--- src/rtl/apb_decoder.sv ---
// Purpose : APB 1-to-N address decoder; registers the upstream setup, replays it on one of N regions.
// Latency : hit = 1 upstream wait state + downstream waits; miss = 0 wait states (local error).
// Backpres: upstream PREADY_s follows the selected PREADY_m; a watchdog forces an error on a hung completer.
//
// Ports: PCLK/PRESETn clock and async active-low reset; *_s upstream completer side (from the requester);
//        *_m downstream requester side: one-hot PSEL_m, shared PADDR/PWRITE/PWDATA/PENABLE/PSTRB/PPROT,
//        per-slave PRDATA_m/PREADY_m/PSLVERR_m.
module apb_decoder #(
    parameter int                        NUM_APB_SLAVES = 4,
    parameter int                        APB_ADDR_WIDTH = 32,
    parameter int                        APB_DATA_WIDTH = 32,
    parameter logic [APB_ADDR_WIDTH-1:0] BASE_ADDR      = 32'h4000_0000,
    parameter int                        REGION_LOG2    = 12,
    parameter int                        TIMEOUT_CYCLES = 16
) (
    input  logic                      PCLK,
    input  logic                      PRESETn,
    input  logic                      PSEL_s,
    input  logic [APB_ADDR_WIDTH-1:0] PADDR_s,
    input  logic                      PWRITE_s,
    input  logic [APB_DATA_WIDTH-1:0] PWDATA_s,
    input  logic                      PENABLE_s,
    input  logic                      PSTRB_s,
    input  logic                      PPROT_s,
    output logic [APB_DATA_WIDTH-1:0] PRDATA_s,
    output logic                      PREADY_s,
    output logic                      PSLVERR_s,
    output logic [NUM_APB_SLAVES-1:0] PSEL_m,
    output logic [APB_ADDR_WIDTH-1:0] PADDR_m,
    output logic                      PWRITE_m,
    output logic [APB_DATA_WIDTH-1:0] PWDATA_m,
    output logic                      PENABLE_m,
    output logic                      PSTRB_m,
    output logic                      PPROT_m,
    input  logic [APB_DATA_WIDTH-1:0] PRDATA_m [NUM_APB_SLAVES],
    input  logic [NUM_APB_SLAVES-1:0] PREADY_m,
    input  logic [NUM_APB_SLAVES-1:0] PSLVERR_m
);

    // A single slave still gets a 1-bit index that is always 0.
    localparam int IDX_W = (NUM_APB_SLAVES > 1) ? $clog2(NUM_APB_SLAVES) : 1;
    localparam int CNT_W = (TIMEOUT_CYCLES > 0) ? $clog2(TIMEOUT_CYCLES + 1) : 1;
    localparam int XW    = APB_ADDR_WIDTH + 1;

    typedef enum logic [1:0] {
        IDLE   = 2'd0,
        SETUP  = 2'd1,
        ACCESS = 2'd2,
        ERR    = 2'd3
    } state_t;

    state_t             state;
    logic [IDX_W-1:0]   idx_q;
    logic [CNT_W-1:0]   wdog_cnt;

    // Window comparison carried one bit wider so BASE + size cannot wrap at the top of the map.
    logic [XW-1:0]      addr_x;
    logic [XW-1:0]      base_x;
    logic [XW-1:0]      top_x;
    logic [XW-1:0]      offset_x;
    logic               dec_hit;
    logic [IDX_W-1:0]   dec_idx;
    logic               unused_offset;

    assign addr_x   = {1'b0, PADDR_s};
    assign base_x   = {1'b0, BASE_ADDR};
    assign top_x    = base_x + (XW'(NUM_APB_SLAVES) << REGION_LOG2);
    assign offset_x = addr_x - base_x;
    assign dec_hit  = (addr_x >= base_x) && (addr_x < top_x);
    assign dec_idx  = offset_x[REGION_LOG2 +: IDX_W];
    assign unused_offset = ^offset_x;

    // Response of the selected completer; everything from the others is ignored.
    logic                      sel_rdy;
    logic                      sel_err;
    logic [APB_DATA_WIDTH-1:0] sel_dat;
    logic                      wdog_expired;

    assign sel_rdy      = PREADY_m[idx_q];
    assign sel_err      = PSLVERR_m[idx_q];
    assign sel_dat      = PRDATA_m[idx_q];
    assign wdog_expired = (TIMEOUT_CYCLES != 0) && (wdog_cnt == CNT_W'(TIMEOUT_CYCLES));

    // Upstream response is combinational. It is gated by PSEL_s so that a requester
    // that abandoned the transfer never sees a stray completion.
    always_comb begin
        PREADY_s  = 1'b0;
        PSLVERR_s = 1'b0;
        PRDATA_s  = '0;
        case (state)
            ACCESS: begin
                if (sel_rdy) begin
                    PREADY_s  = PSEL_s;
                    PSLVERR_s = PSEL_s & sel_err;
                    PRDATA_s  = PSEL_s ? sel_dat : '0;
                end else if (wdog_expired) begin
                    PREADY_s  = PSEL_s;
                    PSLVERR_s = PSEL_s;
                end
            end
            ERR: begin
                PREADY_s  = PSEL_s;
                PSLVERR_s = PSEL_s;
            end
            default: ;
        endcase
    end

    always_ff @(posedge PCLK or negedge PRESETn) begin
        if (!PRESETn) begin
            state     <= IDLE;
            idx_q     <= '0;
            wdog_cnt  <= '0;
            PSEL_m    <= '0;
            PENABLE_m <= 1'b0;
            PADDR_m   <= '0;
            PWRITE_m  <= 1'b0;
            PWDATA_m  <= '0;
            PSTRB_m   <= 1'b0;
            PPROT_m   <= 1'b0;
        end else begin
            case (state)
                IDLE: begin
                    if (PSEL_s && !PENABLE_s) begin
                        PADDR_m  <= PADDR_s;
                        PWRITE_m <= PWRITE_s;
                        PWDATA_m <= PWDATA_s;
                        PSTRB_m  <= PSTRB_s;
                        PPROT_m  <= PPROT_s;
                        idx_q    <= dec_idx;
                        if (dec_hit) begin
                            PSEL_m <= NUM_APB_SLAVES'(1) << dec_idx;
                            state  <= SETUP;
                        end else begin
                            state  <= ERR;
                        end
                    end
                end
                SETUP: begin
                    PENABLE_m <= 1'b1;
                    wdog_cnt  <= '0;
                    state     <= ACCESS;
                end
                ACCESS: begin
                    // A ready seen in the expiry cycle completes normally (handled in the response mux).
                    if (sel_rdy || wdog_expired) begin
                        PSEL_m    <= '0;
                        PENABLE_m <= 1'b0;
                        state     <= IDLE;
                    end else begin
                        wdog_cnt  <= wdog_cnt + 1'b1;
                    end
                end
                ERR: begin
                    state <= IDLE;
                end
                default: state <= IDLE;
            endcase
        end
    end

endmodule

--- config.mk ---
export PLATFORM = sky130hd
export DESIGN_NAME = apb_decoder
export DESIGN_NICKNAME = d
export VERILOG_FILES = /design/src/rtl/apb_decoder.sv
export SDC_FILE = /design/constraint.sdc
export NUM_CORES = 1
export LEC_CHECK = 0
export CAP_MARGIN = 20
export CORE_AREA = 2 2 123 125
export DETAILED_ROUTE_END_ITERATION = 8
export DIE_AREA = 0 0 125 127
export PLACE_DENSITY = 0.71
export SYNTH_ARGS = -nofsm -noshare
export SYNTH_HDL_FRONTEND = slang
export SYNTH_SLANG_ARGS = --single-unit
--- constraint.sdc ---
create_clock -name PCLK -period 5.6 [get_ports PCLK]
set_input_delay 1.4 -clock PCLK [delete_from_list [all_inputs] [get_ports PCLK]]
set_output_delay 1.4 -clock PCLK [all_outputs]
set_load 0.1 [all_outputs]
==> results summary <==
Clock-pin slew was measured on the worst setup and hold paths at 0.06 ns. The mapped cell area came out at 4279 um^2. The finished layout holds 795 standard cells, fillers aside. The maximum clock insertion buffer count came out at 2. The later pin in the worst-skew pair is clocked with a latency of 0.33 ns. The number of antenna violations at the first check in global routing came to 2. The synthesized design spends more area on one cell type than any other, namely sky130_fd_sc_hd__dfrtp_1. The number of placement rows is 44. The worst-case clock skew came out at 0.007124 ns. The critical path data arrival time is 3.43 ns.

The placer congestion estimate is 0.9144. Using the TritonRoute via totals, the vias-per-cell ratio works out to 4.834. The number of pins with negative max-slew slack in the final report is 0. Measured against its own limit, the worst slew margin works out to 0.3088. The count of input and output buffers came out at 312.

The number of optimization iterations in the first detailed-route pass is 4. The max-cap check violation count came out at 0. The cell count after synthesis came out at 300. The remaining number of nets flagged by the antenna check after routing came out at 0. The setup violation total in the final timing report came out at 0. STA classifies the critical path startpoint as an input pin. In the layout the commonest cells are sky130_fd_sc_hd__clkdlybuf4s50_1, sky130_fd_sc_hd__dfrtp_1, sky130_fd_sc_hd__mux2_2, sky130_fd_sc_hd__buf_12, sky130_fd_sc_hd__mux4_2. The library cell used most frequently in the layout, excluding fill and tap cells, is sky130_fd_sc_hd__clkdlybuf4s50_1. The async set-or-reset flop fraction in the synthesized netlist came out at 1.000.

The final wirelength came out at 16.59 mm. Clock tree synthesis selected as its root buffer the cell sky130_fd_sc_hd__clkbuf_16. The classification of the worst setup path is in -> out. The via count came out at 3843.

The die is 125 um wide. The die extent in y came out at 127 um. The flow ran to the end, and the final reports show no timing, DRC or antenna violations.

The pin count of the biggest net entering global routing is 80. The worst hold path belongs to the class reg -> reg. The mean area per synthesized cell is 14.26 um^2. In this run, the number of DRC markers left after iteration 0 of detailed routing was 156.

The required time at the endpoint of the critical path came out at 4.20 ns. The compound-gate portion of the synthesized area came out at 0.03012. Of the total synthesized cell area, the portion taken by AND, OR, NAND and NOR gates is 0.1064. Timing analysis after detailed placement gives a worst setup slack of 0.7454 ns.

The fraction of the mapped netlist area in adder cells came out at 0.005848. The leading register cell type out of synthesis is sky130_fd_sc_hd__dfrtp_1. The global-route congestion overflow total is 0. After synthesis, the largest family of logic cells by area is multiplexers. IR analysis of the VDD net gives a maximum drop of 625.1 uV. The static power due to leakage came out at 3.249 nW. The number of flops mapped to enable cells by yosys is 0. The routed design could run at a clock period as short as 4.829 ns. STA classifies the critical path endpoint as an output port. TritonCTS built the clock tree. Compared with the post-synthesis result, the final layout area differs by 91.49%. Setup repair after global routing left no endpoint under its margin. The post-route fraction of the period consumed by the critical path came out at 0.8623. The global-route wire length before repair came out at 24.85 mm. The number of sinks driven by the clock tree is 79. The area share of the leading cell type in the synthesized netlist is 0.4620. The power after layout is 5.669 mW. The peak clock frequency supported by timing is 0.2071 GHz.

The via count of the first global-routing pass is 4161. The synthesized design contains 79 register bits. By area the synthesized netlist is led by sky130_fd_sc_hd__dfrtp_1, sky130_fd_sc_hd__mux2_2, sky130_fd_sc_hd__mux4_2. Of the total synthesized cell area, the portion taken by XOR and XNOR cells is 0. The net count after synthesis is 509. The total clock buffers created by CTS is 9. For this run, the register share of the synthesized area comes to 0.4620. Along the worst path, the maximum fanout reaches 24.

Of the cells placed in the final design, the portion with a size suffix greater than 1 is 0.2607. The final layout net count came out at 816. The area of the core region came out at 14420 um^2. The number of hold buffers added after cts is 0. In this run, post-CTS repair resized a total of 0 instances. The total number of yosys warnings is 0. The final count of hold timing violations is 0. Counting distinct cell types in the post-synthesis netlist gives 35. The number of remaining DRC errors is 0.

The H-tree depth came out at 3. The slew of the pin with the lowest slew margin came out at 1.034 ns. The number of filler cells placed in the layout is 1210. Dividing the detail-routed wire length by the instance count gives 20.87 um. Of the post-synthesis cell area, the part taken by muxes is 0.3664. After legalization and detailed placement, the total HPWL measured 13.45 mm. The number of placed instances, taps included, is 779. The all-layer global routing usage came out at 0.2045. The initial utilization of the core area, before any placement, comes to 0.2967. The sum of negative setup slack is 0 ns. The power per standard cell area came out at 691.8 nW/um^2. The total die area came out at 15880 um^2. Buffers added to address setup during post-CTS repair amount to 0. 313 I/O pins were placed. After layout, the worst setup slack is 0.7713 ns.
## final timing paths
check / start / endpoint / slack [ns] / cells after the start
setup / recovery: PREADY_m[3] / PRDATA_s[27] / 0.77 / 6
hold / removal: PADDR_m[6] / PADDR_m[6] / 0.50 / 1
setup reg to reg: state[0] / PSEL_m[2] / 3.05 / 5
hold reg to reg: PADDR_m[6] / PADDR_m[6] / 0.50 / 1
max in group asynchronous: PRESETn / PSEL_m[0] / 3.97 / 2
min in group asynchronous: PRESETn / PADDR_m[24] / 1.03 / 1
## cell type report
class,count,area [um^2],share of cell area
inverter,5,18.77,0.002290
timing repair buffer,317,3486,0.4254
multi-input combinational,195,2177,0.2657
clock buffer,10,229.0,0.02794
antenna,1,2.502,0.0003054
tap,184,230.2,0.02810
clock inverter,4,72.57,0.008856
sequential,79,1978,0.2414
## cell usage after synthesis, types with 2 or more instances
cell type                   n
sky130_fd_sc_hd__dfrtp_1   79
sky130_fd_sc_hd__mux2_2    67
sky130_fd_sc_hd__mux4_2    32
sky130_fd_sc_hd__and2b_1   24
sky130_fd_sc_hd__nor2b_1   11
sky130_fd_sc_hd__clkbuf_1  10
sky130_fd_sc_hd__nand2_1    8
sky130_fd_sc_hd__buf_2      7
sky130_fd_sc_hd__nor2_1     7
sky130_fd_sc_hd__a21oi_1    6
sky130_fd_sc_hd__nor4_1     6
sky130_fd_sc_hd__inv_1      5
sky130_fd_sc_hd__mux2i_1    4
sky130_fd_sc_hd__o21ai_0    4
sky130_fd_sc_hd__buf_4      3
sky130_fd_sc_hd__nand2b_1   3
sky130_fd_sc_hd__nand3_1    3
sky130_fd_sc_hd__ha_1       2
sky130_fd_sc_hd__mux4_1     2
sky130_fd_sc_hd__o311ai_0   2
## routing by layer
metal | GRT usage | routed length (um)
met1 | 0.2258 | 6044
met2 | 0.3619 | 8514
met3 | 0.08208 | 1548
met4 | 0.06536 | 472
met5 | 0 | 13
## cells by family after synthesis
family / Yosys count
multiplexers: 105
flip-flops: 79
AND/OR/NAND/NOR: 69
buffers and inverters: 26
AO/OA/AOI/OAI: 19
adder cells (fa/ha/maj): 2
## where the power goes
part           switching [mW]  total [mW]  internal [mW]  leakage (nW)
Combinational            2.83        4.06           1.22          2.15
Sequential              0.167        1.01          0.842         0.953
Clock                   0.217       0.601          0.385         0.144
## critical path: stages
cell and delay [ns]:
sky130_fd_sc_hd__clkdlybuf4s50_1 0.42, sky130_fd_sc_hd__mux4_2 0.61, sky130_fd_sc_hd__nand2_1 0.27, sky130_fd_sc_hd__buf_4 0.28, sky130_fd_sc_hd__and2b_1 0.25, sky130_fd_sc_hd__buf_12 0.17
## metrics by stage
stage / instance area (um^2) / util / hold WS (ns)
floorplan: 4279 / - / 0.5062
global placement: 7870 / 0.5456 / 0.4891
detailed placement: 7870 / 0.5456 / 0.4939
CTS: 8172 / 0.5665 / 0.5086
global route: 8192 / 0.5679 / 0.5195
finish: 8194 / 0.5681 / 0.5034
## sequential cells by signal, indices dropped and copies added (netlist names)
signal	count
wdog_cnt	5
PWDATA_m	32
PPROT_m	1
PSTRB_m	1
PWRITE_m	1
state	2
PADDR_m	32
PENABLE_m	1
PSEL_m	4
(Power assumes the default switching activity.)
